File: src/rtl/arbitro_mux_41_pkg.sv
// arbitro_mux_41_pkg: shared state encoding and channel constants for the 4-channel mux arbiter.
package arbitro_mux_41_pkg;
   typedef enum logic {IDLE = 1'b0, GRANT = 1'b1} state_t;
   localparam int NCH   = 4;
   localparam int IDX_W = 2;
endpackage

File: src/rtl/arbitro_mux_41_rr_pick.sv
// rr_pick_4: combinational round-robin pick; first unmasked request at or after ptr, modulo 4.
module rr_pick_4
   import arbitro_mux_41_pkg::*;
(
   input  logic [NCH-1:0]   req,
   input  logic [NCH-1:0]   mask,
   input  logic [IDX_W-1:0] ptr,
   output logic             found,
   output logic [IDX_W-1:0] idx
);
   logic [NCH-1:0]   cand;
   logic [2*NCH-1:0] dbl;
   logic [NCH-1:0]   rot;
   logic [IDX_W-1:0] off;
   assign cand  = req & ~mask;
   assign dbl   = {cand, cand} >> ptr;
   assign rot   = dbl[NCH-1:0];
   assign off   = rot[0] ? 2'd0 : rot[1] ? 2'd1 : rot[2] ? 2'd2 : 2'd3;
   assign found = |cand;
   assign idx   = ptr + off;
endmodule

File: src/rtl/arbitro_mux_41.sv
// arbitro_mux_41: round-robin arbiter driving the select lines of a 4:1 mux with a bounded hold time.
// Define ARB41_LOCK_EN to add a lock input that suspends the hold limit.
module arbitro_mux_41
   import arbitro_mux_41_pkg::*;
#(
   parameter int HOLD_MAX = 8,
   parameter int CNT_W    = 8
)(
   input  logic           clk,
   input  logic           rst,
   input  logic [NCH-1:0] req,
   input  logic           done,
`ifdef ARB41_LOCK_EN
   input  logic           lock,
`endif
   output logic [NCH-1:0] gnt,
   output logic           sel_a,
   output logic           sel_b,
   output logic           busy
);
   state_t           state_q;
   logic [NCH-1:0]   gnt_q;
   logic [IDX_W-1:0] sel_q;
   logic             busy_q;
   logic [IDX_W-1:0] rr_ptr_q;
   logic [CNT_W-1:0] cnt_q;
   logic             hit, expire, rel, found;
   logic [IDX_W-1:0] idx, pick_ptr;
   logic [NCH-1:0]   pick_mask;
   assign hit = cnt_q == CNT_W'(HOLD_MAX - 1);
`ifdef ARB41_LOCK_EN
   assign expire = hit & ~lock;
`else
   assign expire = hit;
`endif
   assign rel = done | ~req[sel_q] | expire;
   // The owner is masked and the scan starts just past it, so a released owner cannot re-win immediately.
   assign pick_mask = (state_q == GRANT) ? (NCH'(1) << sel_q) : '0;
   assign pick_ptr  = (state_q == GRANT) ? sel_q + 2'd1 : rr_ptr_q;
   rr_pick_4 u_pick (
      .req   (req),
      .mask  (pick_mask),
      .ptr   (pick_ptr),
      .found (found),
      .idx   (idx)
   );
   always_ff @(posedge clk) begin
      if (rst) begin
         state_q  <= IDLE;
         gnt_q    <= '0;
         sel_q    <= '0;
         busy_q   <= 1'b0;
         rr_ptr_q <= '0;
         cnt_q    <= '0;
      end else if (state_q == IDLE) begin
         if (found) begin
            gnt_q   <= NCH'(1) << idx;
            sel_q   <= idx;
            busy_q  <= 1'b1;
            cnt_q   <= '0;
            state_q <= GRANT;
         end
      end else if (!rel) begin
         cnt_q <= hit ? cnt_q : cnt_q + CNT_W'(1);
      end else begin
         rr_ptr_q <= sel_q + 2'd1;
         cnt_q    <= '0;
         if (found) begin
            gnt_q <= NCH'(1) << idx;
            sel_q <= idx;
         end else begin
            gnt_q   <= '0;
            busy_q  <= 1'b0;
            state_q <= IDLE;
         end
      end
   end
   assign gnt   = gnt_q;
   assign sel_a = sel_q[1];
   assign sel_b = sel_q[0];
   assign busy  = busy_q;
endmodule

File: config.mk
export PLATFORM = sky130hd
export DESIGN_NAME = arbitro_mux_41
export DESIGN_NICKNAME = d
export VERILOG_FILES = /design/src/rtl/arbitro_mux_41_pkg.sv /design/src/rtl/arbitro_mux_41_rr_pick.sv /design/src/rtl/arbitro_mux_41.sv
export SDC_FILE = /design/constraint.sdc
export NUM_CORES = 1
export LEC_CHECK = 0
export ABC_AREA = 1
export CAP_MARGIN = 10
export CORE_MARGIN = 1.5
export CORE_UTILIZATION = 26
export DETAILED_ROUTE_END_ITERATION = 8
export HOLD_SLACK_MARGIN = 0.06
export SLEW_MARGIN = 30
export SYNTH_ARGS = -nofsm -noshare
export SYNTH_HDL_FRONTEND = slang
export SYNTH_SLANG_ARGS = --single-unit
File: constraint.sdc
create_clock -name clk -period 5.8 [get_ports clk]
set_input_delay 1.16 -clock clk [delete_from_list [all_inputs] [get_ports clk]]
set_output_delay 1.16 -clock clk [all_outputs]
set_load 0.01 [all_outputs]
==> key figures <==
Worst setup path
  • Critical Path RT: between 5000 and 6000 ps
  • Critical path arrival: slightly above 3000 ps
  • Endpoint class of the critical path: register
  • R2R setup slack: about 3300 ps
  • Crit path cell chain: clkdlybuf4s50_1 -> inv_1 -> a21oi_1 -> nand2_1 -> nand3_1 -> nand2_2 -> nand3_1 -> nand2_1 -> ha_1 -> xor2_1 -> inv_1 -> nand3_2 -> nand2_2 -> o21ai_1 -> inv_1
  • Max incr delay on CP: 450 ps
  • RR Endpoint: sel_q[1]$_SDFFE_PP0P_
  • Worst setup path category: in2reg
  • Crit-path slowest cell: clkdlybuf4s50_1
  • Crit path buf inv count: 4
  • Worst r2r src: sel_q[0]$_SDFFE_PP0P_
  • Crit path depth: 15
  • CP Launch Type: input pin
  • Reg2reg path depth: 16
  • Delay-heaviest family, CP: buffers and inverters
  • Crit-path most repeated cell: inv_1
  • Max Fanout on Critical Path: 3

Timing
  • Final Hold Viols: 0
  • Max Clock Freq: about 340 MHz
  • Final setup vio count: 0
  • Final worst path period share: 51.0%
  • Post-layout worst setup margin: approximately 2800 ps
  • RSZ-0062 raised after global routing: no
  • Clock skew: ~1.4 ps
  • Final Critical Period: 2960 ps
  • Slew headroom: between 50% and 60%
  • Setup TNS: 0 ps
  • Tightest Pin Transition: about 670 ps
  • Hold_ws: approximately 470 ps
  • Slew Limit Fails: 0

Routing
  • 1st-pass router iterations: 4
  • WL met3: 66 microns
  • Post-route ant nets: 0
  • DRC: 0
  • Vias post-DR: between 1k and 1.5k
  • Vias per std cell: 4.48
  • Total routed wirelength: ~2.3 mm
  • Avg WL per Cell: around 9.7 microns
  • First DRT Iteration DRCs: 28
  • Top Metal Used: met4
  • M1 WL: ~1.2 mm
  • Met2 wire length: a little over 1 mm

CTS
  • CTS clk-pin slew, worst paths: around 70 ps
  • Clock Tree Root: clkbuf_8
  • Clock Sinks: 18
  • Post-CTS Setup Bufs: 0
  • Worst skew pair latency: ~250 ps
  • Hold Buf Count CTS: 0
  • CTS tree: done
  • PostCTS Resize Cnt: 0
  • Num CTS Buffers: 3
  • H-tree lvl count: 1
  • Clock Path Buffers: 2

Global routing
  • Initial antenna violation count: 0
  • GRT Util Overall: under 10%
  • Number of global-route vias before repair: between 900 and 1k
  • Pin count of the biggest net entering global routing: 18
  • Grt ovf: 0
  • First-pass GRT wire length: roughly 4.1 mm

Synth
  • Largest family of logic cells by synthesized area: simple AND/OR/NAND/NOR gates
  • Distinct cells, synth: 28
  • Area share of xor/xnor cells in the synthesized design: between 1 and 1.5%
  • Synth top area share: a little over 30%
  • YS warnings: 0
  • Post-synthesis adder-cell area fraction: 6.40%
  • Mux share of post-synthesis cell area: 0%
  • Syn avg cell area: 6.98 sq um
  • Syn nets: about 180
  • Top cells by area, synth: dfxtp_1 31%, nand2_1 13%, inv_1 7.0%
  • Seq/Total Area, Yosys: a little under a third
  • Post-Synth Simple-Gate Area: around 37%
  • Number of synthesized flops with an enable pin: 0
  • Cell type with the highest aggregate area in the netlist: dfxtp_1
  • Async S/R FF share, synth: 0%
  • Synthesized cell area: 1170 sq um
  • Compound-Gate Fraction of Synth Area: between 10% and 20%
  • Seq cells post-synth: 18
  • Synthesized instance count: between 150 and 200
  • Main flop type after synthesis: dfxtp_1

Floorplanning
  • Die H: ~70 microns
  • DIE AREA: 4920 sq um
  • I/O pin count: 14
  • Area of the core: roughly 4400 sq um
  • Die Span X: ~70 microns
  • Row count: 24
  • Starting density of the core: roughly 27%

Layout
  • Nets: about 200
  • Utilization after layout: 32.2%
  • P&R area growth vs syn: 19.7%
  • Layout cells sized above 1: between 15 and 20%
  • Design area: 1400 sq um
  • Antenna cells: 0

Min path
  • Hold/Removal Path Class: reg2reg
  • Worst hold path endpoint: gnt[0]$_SDFFE_PP0P_
  • Hold Path Cell Cnt: 2
  • Worst hold start: gnt[0]$_SDFFE_PP0P_

Power
  • Comb pwr share: between 50% and 60%
  • Pwr per Cell Area: between 400 and 500 nW/um^2
  • Leakage: between 0.5 and 0.6 nW
  • P_sw: about 0.00024 W
  • Sequential power share: around 30%
  • Clock share of power: between 15 and 20%
  • Net Sw Frac: between 40% and 50%
  • Internal power: 0.000331 W
  • VDD IR max: around 0.11 mV

Flow run
  • Max-Cap Viols: 0

Placed design
  • Dpl cell area: 1350 sq um
  • Port bufs: 13
  • Routability cong.: about 0.77
  • Post-DP HPWL: approximately 1.8 mm
  • Dpl ws: about 2600 ps

Run status
  • Outcome: finished, final reports clean
## kinds of logic after synthesis
family,Yosys count
buffers and inverters,26
adder cells (fa/ha/maj),6
AND/OR/NAND/NOR,86
XOR/XNOR,2
AO/OA/AOI/OAI,30
flip-flops,18
## Yosys cell counts, drive strengths merged (2+ instances only)
library cell  number
nand2             55
inv               23
dfxtp             18
a21oi             17
nand3             15
nor2              10
o21ai              9
ha                 6
a211oi             2
clkbuf             2
nand4              2
nor3               2
xor2               2
## final cells by class
class / count / area (sq um)
fill: 453 / 2950
multi-input combinational: 124 / 707
sequential: 18 / 360
timing repair buffer: 13 / 130
inverter: 23 / 86.3
tap: 52 / 65.1
clock buffer: 4 / 55.1
## worst max-delay path by stage
stage / from / to
2_1_floorplan: req[0] / sel_q[1]$_SDFFE_PP0P_
3_3_place_gp: req[0] / gnt[2]$_SDFFE_PP0P_
3_5_place_dp: req[0] / gnt[3]$_SDFFE_PP0P_
4_1_cts: req[0] / gnt[2]$_SDFFE_PP0P_
5_1_grt: req[0] / gnt[3]$_SDFFE_PP0P_
6_report: req[0] / sel_q[1]$_SDFFE_PP0P_
## power groups by stage
stage	logic, W	registers [W]	clock network [W]
after floorplan	0.000218	0.000176	0
after global placement	0.000298	0.000175	0
after detailed placement	0.000303	0.000174	0
after CTS	0.000304	0.000172	0.000105
after global routing	0.000343	0.000174	0.000111
final	0.000300	0.000171	0.000102
## state kept, by name (all words and copies together) (netlist names)
| signal | count |
|---|---|
| rr_ptr_q | 2 |
| sel_q | 2 |
| state_q | 1 |
| busy | 1 |
| cnt_q | 8 |
| gnt | 4 |
## through the flow
stage / power, W / cells
floorplan: 0.000394 / 168
global placement: 0.000473 / 230
detailed placement: 0.000477 / 230
CTS: 0.000581 / 234
global route: 0.000629 / 234
finish: 0.000572 / 234
## tightest hold or removal path, delay by kind of cell, from the launching register on
family	cells	cell delay [ps]
AO/OA/AOI/OAI	1	50
flip-flops	1	310
AND/OR/NAND/NOR	1	60
## layout by cell type (no fill, tap or decap), types with 2 or more instances in the layout
master and instances:
nor2_1 9, nor3_1 2, inv_1 22, nand3_1 14, xor2_1 2, dfxtp_1 18
nand2_2 12, clkdlybuf4s50_1 13, clkbuf_8 4, o21ai_0 6, o21ai_2 2, a21oi_1 15
nand2_1 40, nand2_4 3, a21oi_2 2, ha_1 6
## per-layer routing
layer | track usage, % | vias up
met3 | 1.73 | 4
li1 | - | 567
met2 | 15.8 | 13
met4 | 3.21 | 0
met1 | 13.7 | 465
met5 | 0 | -
Power figures use the tool's default switching activity.
